## config.mk

```make
export PLATFORM = sky130hd
export DESIGN_NAME = matrix_stream_loader
export DESIGN_NICKNAME = d
export VERILOG_FILES = /design/src/rtl/matrix_stream_loader_pkg.sv /design/src/rtl/matrix_stream_loader.sv
export SDC_FILE = /design/constraint.sdc
export NUM_CORES = 2
export LEC_CHECK = 0
export BUFFER_PORTS_ARGS = -buffer_cell sky130_fd_sc_hd__buf_4
export CAP_MARGIN = 0
export CORE_AREA = 2 2 563 565
export CTS_BUF_LIST = sky130_fd_sc_hd__clkbuf_8 sky130_fd_sc_hd__clkbuf_16
export CTS_CLUSTER_DIAMETER = 40
export DETAILED_ROUTE_END_ITERATION = 10
export DIE_AREA = 0 0 565 567
export PLACE_DENSITY = 0.43
export SLEW_MARGIN = 20
export SYNTH_ARGS = -nofsm -noshare
export SYNTH_HDL_FRONTEND = slang
export SYNTH_SLANG_ARGS = --single-unit
```

## constraint.sdc

```tcl
create_clock -name clk -period 1.8 [get_ports clk]
set_input_delay 0.27 -clock clk [delete_from_list [all_inputs] [get_ports clk]]
set_output_delay 0.27 -clock clk [all_outputs]
set_load 0.05 [all_outputs]
```

## src/rtl/matrix_stream_loader_pkg.sv

```systemverilog
// Shared definitions for the matrix stream loader.
//   state_e         : loader FSM states (LOAD collects samples, FULL presents the matrix)
//   count_width()   : width of a counter that spans 0..size_a*size_b inclusive
//   index_width()   : width of a row/column index, never narrower than one bit
//   elem_t          : matrix element type at the default sample width
package matrix_stream_loader_pkg;

  localparam int DEFAULT_SIZE_A = 8;
  localparam int DEFAULT_SIZE_B = 8;
  localparam int DEFAULT_N_BITS = 22;

  typedef logic [DEFAULT_N_BITS-1:0] elem_t;

  typedef enum logic {
    LOAD = 1'b0,
    FULL = 1'b1
  } state_e;

  function automatic int count_width(input int size_a, input int size_b);
    return $clog2(size_a * size_b + 1);
  endfunction

  function automatic int index_width(input int size);
    return (size > 1) ? $clog2(size) : 1;
  endfunction

endpackage

```

## src/rtl/matrix_stream_loader.sv

```systemverilog
// Collects a serial stream of samples into a SIZE_A x SIZE_B matrix buffer and
// presents it, complete and stable, to a downstream combinational stage.
//
// Ports:
//   clk         system clock, all state changes on the rising edge
//   rst_n       synchronous active-low reset; clears state and the whole buffer
//   flush       synchronous abort of the current fill (buffer contents kept)
//   in_data     sample value
//   in_valid    source offers a sample
//   in_ready    loader accepts a sample this cycle (LOAD state)
//   out_matrix  buffered matrix, unpacked [row][col]
//   out_valid   out_matrix is complete and stable (FULL state)
//   out_ack     consumer has taken the matrix; releases the buffer
//   fill_count  number of elements accepted in the current fill
module matrix_stream_loader
  import matrix_stream_loader_pkg::*;
#(
  parameter int SIZE_A    = DEFAULT_SIZE_A,
  parameter int SIZE_B    = DEFAULT_SIZE_B,
  parameter int N_BITS    = DEFAULT_N_BITS,
  parameter int ROW_MAJOR = 1
) (
  input  logic                                  clk,
  input  logic                                  rst_n,
  input  logic                                  flush,
  input  logic [N_BITS-1:0]                     in_data,
  input  logic                                  in_valid,
  output logic                                  in_ready,
  output logic [N_BITS-1:0]                     out_matrix [SIZE_A][SIZE_B],
  output logic                                  out_valid,
  input  logic                                  out_ack,
  output logic [count_width(SIZE_A, SIZE_B)-1:0] fill_count
);

  localparam int N_ELEM = SIZE_A * SIZE_B;
  localparam int CNT_W  = count_width(SIZE_A, SIZE_B);
  localparam int ROW_W  = index_width(SIZE_A);
  localparam int COL_W  = index_width(SIZE_B);

  typedef struct packed {
    logic [ROW_W-1:0] row;
    logic [COL_W-1:0] col;
  } idx_t;

  state_e state;
  state_e state_next;
  idx_t   idx;
  logic   accept;
  logic   last;

  // Walks the fill order. The outer index never needs to wrap here: the final
  // accept of a fill forces the indices back to zero instead.
  function automatic idx_t next_idx(input idx_t cur);
    idx_t nxt;
    nxt = cur;
    if (ROW_MAJOR != 0) begin
      if (cur.col == COL_W'(SIZE_B - 1)) begin
        nxt.col = '0;
        nxt.row = cur.row + ROW_W'(1);
      end else begin
        nxt.col = cur.col + COL_W'(1);
      end
    end else begin
      if (cur.row == ROW_W'(SIZE_A - 1)) begin
        nxt.row = '0;
        nxt.col = cur.col + COL_W'(1);
      end else begin
        nxt.row = cur.row + ROW_W'(1);
      end
    end
    return nxt;
  endfunction

  // Handshake outputs decode the state register only.
  assign in_ready  = (state == LOAD);
  assign out_valid = (state == FULL);

  assign last = (fill_count == CNT_W'(N_ELEM - 1));

  always_comb begin
    // NOTE: defaults are assigned first so every path drives these signals and no latch is inferred.
    state_next = state;
    accept     = 1'b0;
    unique case (state)
      LOAD: begin
        accept = in_valid;
        if (in_valid && last) state_next = FULL;
      end
      FULL: begin
        if (out_ack) state_next = LOAD;
      end
      default: state_next = LOAD;
    endcase
    // Flush outranks both the ack and a sample arriving in the same cycle.
    if (flush) begin
      state_next = LOAD;
      accept     = 1'b0;
    end
  end

  always_ff @(posedge clk) begin
    if (!rst_n) begin
      state      <= LOAD;
      idx        <= '0;
      fill_count <= '0;
      // NOTE: the buffer is cleared on reset so a consumer never sees stale data from before reset;
      // flush deliberately does not touch it.
      for (int a = 0; a < SIZE_A; a++) begin
        for (int b = 0; b < SIZE_B; b++) begin
          out_matrix[a][b] <= '0;
        end
      end
    end else begin
      // NOTE: non-blocking assignments so every register here samples pre-edge values.
      state <= state_next;
      if (flush || (state == FULL && out_ack)) begin
        idx        <= '0;
        fill_count <= '0;
      end else if (accept) begin
        out_matrix[idx.row][idx.col] <= in_data;
        fill_count                   <= fill_count + CNT_W'(1);
        if (last) begin
          idx <= '0;
        end else begin
          idx <= next_idx(idx);
        end
      end
    end
  end

endmodule

```

==> flow_summary.ini <==
[sta]
setup_viol = 621
slew-limit-headroom_pct = 63.6
hold_viol_final = 0
period_minus_slack_ns = 1.99
slew_viol_final = 0
clock-skew-final_ns = 0.0821
finalSetupTns_ns = -53.61
setup_ws_ns = -0.192
rsz0062_at_grt = yes
fin_crit_sh_pct = 111
fmax_mhz = 502
worst_pin_slew_ns = 0.546

[grt]
grt-ovfl-total = 0
grt_usage_pct = 15.5
antenna_found_initial = 21
grt_max_degree = 116
grt_pass1_vias = 41884
grt_pass1_wl_um = 349000

[yosys]
synth_nets = 4882
synth_xor_area_share_pct = 0.104
synthCells = 4851
yosysWarnings = 0
ys_types = 36
yosysTopAreaCell = dfxtp_1
yosys-top-cells-area = dfxtp_1 56%, mux2i_1 28%, nand2_1 11%
synth_edf_count = 0
synth_top_area_share_pct = 56.1
yosys.area_share.simple_pct = 11.9
synthArstFlopShare_pct = 0
synth_mux_area_share_pct = 27.8
synth_ff_type = dfxtp_1
synth_seq_area_share_pct = 56.1
avgSynthCellArea_um2 = 10.5
synth-compound-area-share_pct = 0.116
ys_seq_elements = 1422
synth_fa_ha_area_share_pct = 0.0987
netlist_area_um2 = 50700
synth_top_family_by_area = multiplexers

[die]
core_area_um2 = 314000
row_count = 206
dieArea_um2 = 320000
dieWidth_um = 565
die_y_um = 567
io-pin-count = 1444
initial_core_util_pct = 16.2

[clock_tree]
clock_latency_ns = 0.86
root_buffer = clkbuf_16
tritoncts = built
clock_sinks = 1422
cts_max_level = 5
clk_path_buf_depth = 4
clk_pin_slew_ns = 0.06
cts_made_buffers = 277

[routing]
vias = 41700
routed_wl_um = 270000
vias_per_cell = 3.84
wl_per_cell_um = 24.8
ant_nets = 0
dr.pass1.iters = 7
drt_iter0_markers = 2265
drc = 0

[run_status]
violations = setup timing
status = complete, but fails checks

[power_and_ir_drop]
p_leak_nw = 40.0
ir_worst_vdd_mv = 0.649
clock_power_share_pct = 60.8
combPwrFrac_pct = 3.3
swShare_pct = 24.3
power_density_nw_per_um2 = 1090
p_seq_share_pct = 35.9
power.internal_w = 0.0667
netSwitchingPower_w = 0.0214

[worst_setup_path]
path_class = reg2reg
timing.rr.start = out_valid$_SDFF_PP0_
cp_top_family = simple AND/OR/NAND/NOR gates
cpMostUsedCell = buf_12
cp.required_ns = 2.48
arrival_ns = 2.67
ff2ff_setup_slack_ns = -0.19
worst-path-buf-inv = 3
slowest_delay_ns = 0.47
setup.worst_path.start = out_valid$_SDFF_PP0_
crit_chain = or3b_4 > nor3b_4 > buf_12 > buf_12 > nand2_8 > clkbuf_16 > mux2i_1
end_kind = register
worstSetupStartpointType = register
crit_fanout = 11
critPathSlowestCell = or3b_4

[place]
preCtsSetupSlack_ns = -0.299
numPortBuffers = 1443
gp_congestion = 0.777
hpwl_um = 184000

[min_path]
min_from = in_data[2]
hp-class = in2reg

[final_layout]
final_cell_mix = 1538 x buf_4, 1423 x nand2_1, 1412 x dfxtp_1
fill_cells = 33289
final_common_cell = buf_4
drive_gt1_share_pct = 35.1
syn_to_final_growth_pct = 59.1
layout.nets = 6511

[job]
maxCapViolCount = 0
power groups by stage:
stage	Clock, W	Sequential, W	Combinational (W)
5_1_grt	0.0563	0.0316	0.00305
3_5_place_dp	0	0.0322	0.00294
3_3_place_gp	0	0.0322	0.00294
2_1_floorplan	0	0.0323	0.000960
4_1_cts	0.0549	0.0316	0.00300
6_report	0.0536	0.0316	0.00293
timing repair:
action,4_1_cts,5_1_grt
resized for setup,37,53
pin swaps,0,9
buffers inserted,3,14
hold buffers,25,0
hold endpoints to repair,466,0
gates cloned,1,29
endpoints found under the setup margin,1449,1455
worst register-to-register path, delay by kind of cell (launching register included):
kind / cells / cell delay, ns
muxes: 1 / 0.13
buffers and inverters: 3 / 0.55
DFF: 1 / 0.35
and+or+nand+nor: 3 / 0.82
path summary, 6_finish.rpt:
check / depth (start not counted) / endpoint
min reg2reg: 2 / out_matrix[943]$_SDFFE_PN0P_
max reg2reg: 7 / out_matrix[429]$_SDFFE_PN0P_
max: 7 / out_matrix[429]$_SDFFE_PN0P_
min: 4 / out_matrix[530]$_SDFFE_PN0P_
cells in the mapped netlist, types with 2 or more instances:
cell type     n
xor2_1        4
and3b_1       3
nand3_1       7
dfxtp_1    1422
nand2_1    1477
mux2i_1    1408
nand3b_1      3
buf_6         2
nor3b_2       4
nor3b_1       2
buf_2        92
a21oi_1       7
o21ai_0       2
ha_1          4
buf_1        10
and3_1        7
nor3_1        3
clkbuf_1    296
nor2_1       21
nand4_1       4
nor2b_1       4
buf_4        41
nand2_2      14
xnor2_1       2
per-stage QoR:
step           util (%)  power (W)  area [µm²]  cells  hold WS (ns)
2_1_floorplan         -     0.0333       50800   4851         0.412
3_3_place_gp       22.1     0.0352       69400  10289         0.442
4_1_cts            25.3     0.0894       79600  10815        0.0389
6_report           25.7     0.0881       80700  10869         0.120
5_1_grt            25.7     0.0909       80700  10859        0.0478
3_5_place_dp       22.1     0.0352       69400  10289         0.447
area by class of cell:
type	instances	area, µm²	share of cell area, %
sequential	1422	28500	35.3
multi-input combinational	2987	20900	25.9
timing repair buffer	1791	16400	20.3
clock buffer	312	7440	9.21
tap	4160	5200	6.45
clock inverter	185	2290	2.83
antenna	11	27.5	0.0341
inverter	1	6.26	0.00775
sequential cells by signal, indices dropped and copies added, names as in the netlist:
signal and count:
out_matrix 1408, idx 6, fill_count 7, out_valid 1
layer usage:
layer  share of wire [%]  wire, µm  track usage, %
met5                   0         0               0
met4                 3.0      8060            5.00
met3                 8.5     23100            5.36
met2                  47    127000            26.3
met1                  41    112000            18.1
cell families (layout without fill, tap and decap cells):
logic type / after synthesis / after routing
AND/OR/NAND/NOR: 1558 / 1558
flip-flops: 1422 / 1422
multiplexers: 1408 / 1408
buffers and inverters: 442 / 2289
AO/OA/AOI/OAI: 11 / 11
XOR/XNOR: 6 / 6
adder cells (fa/ha/maj): 4 / 4
other: 0 / 11
(Power assumes the default switching activity.)
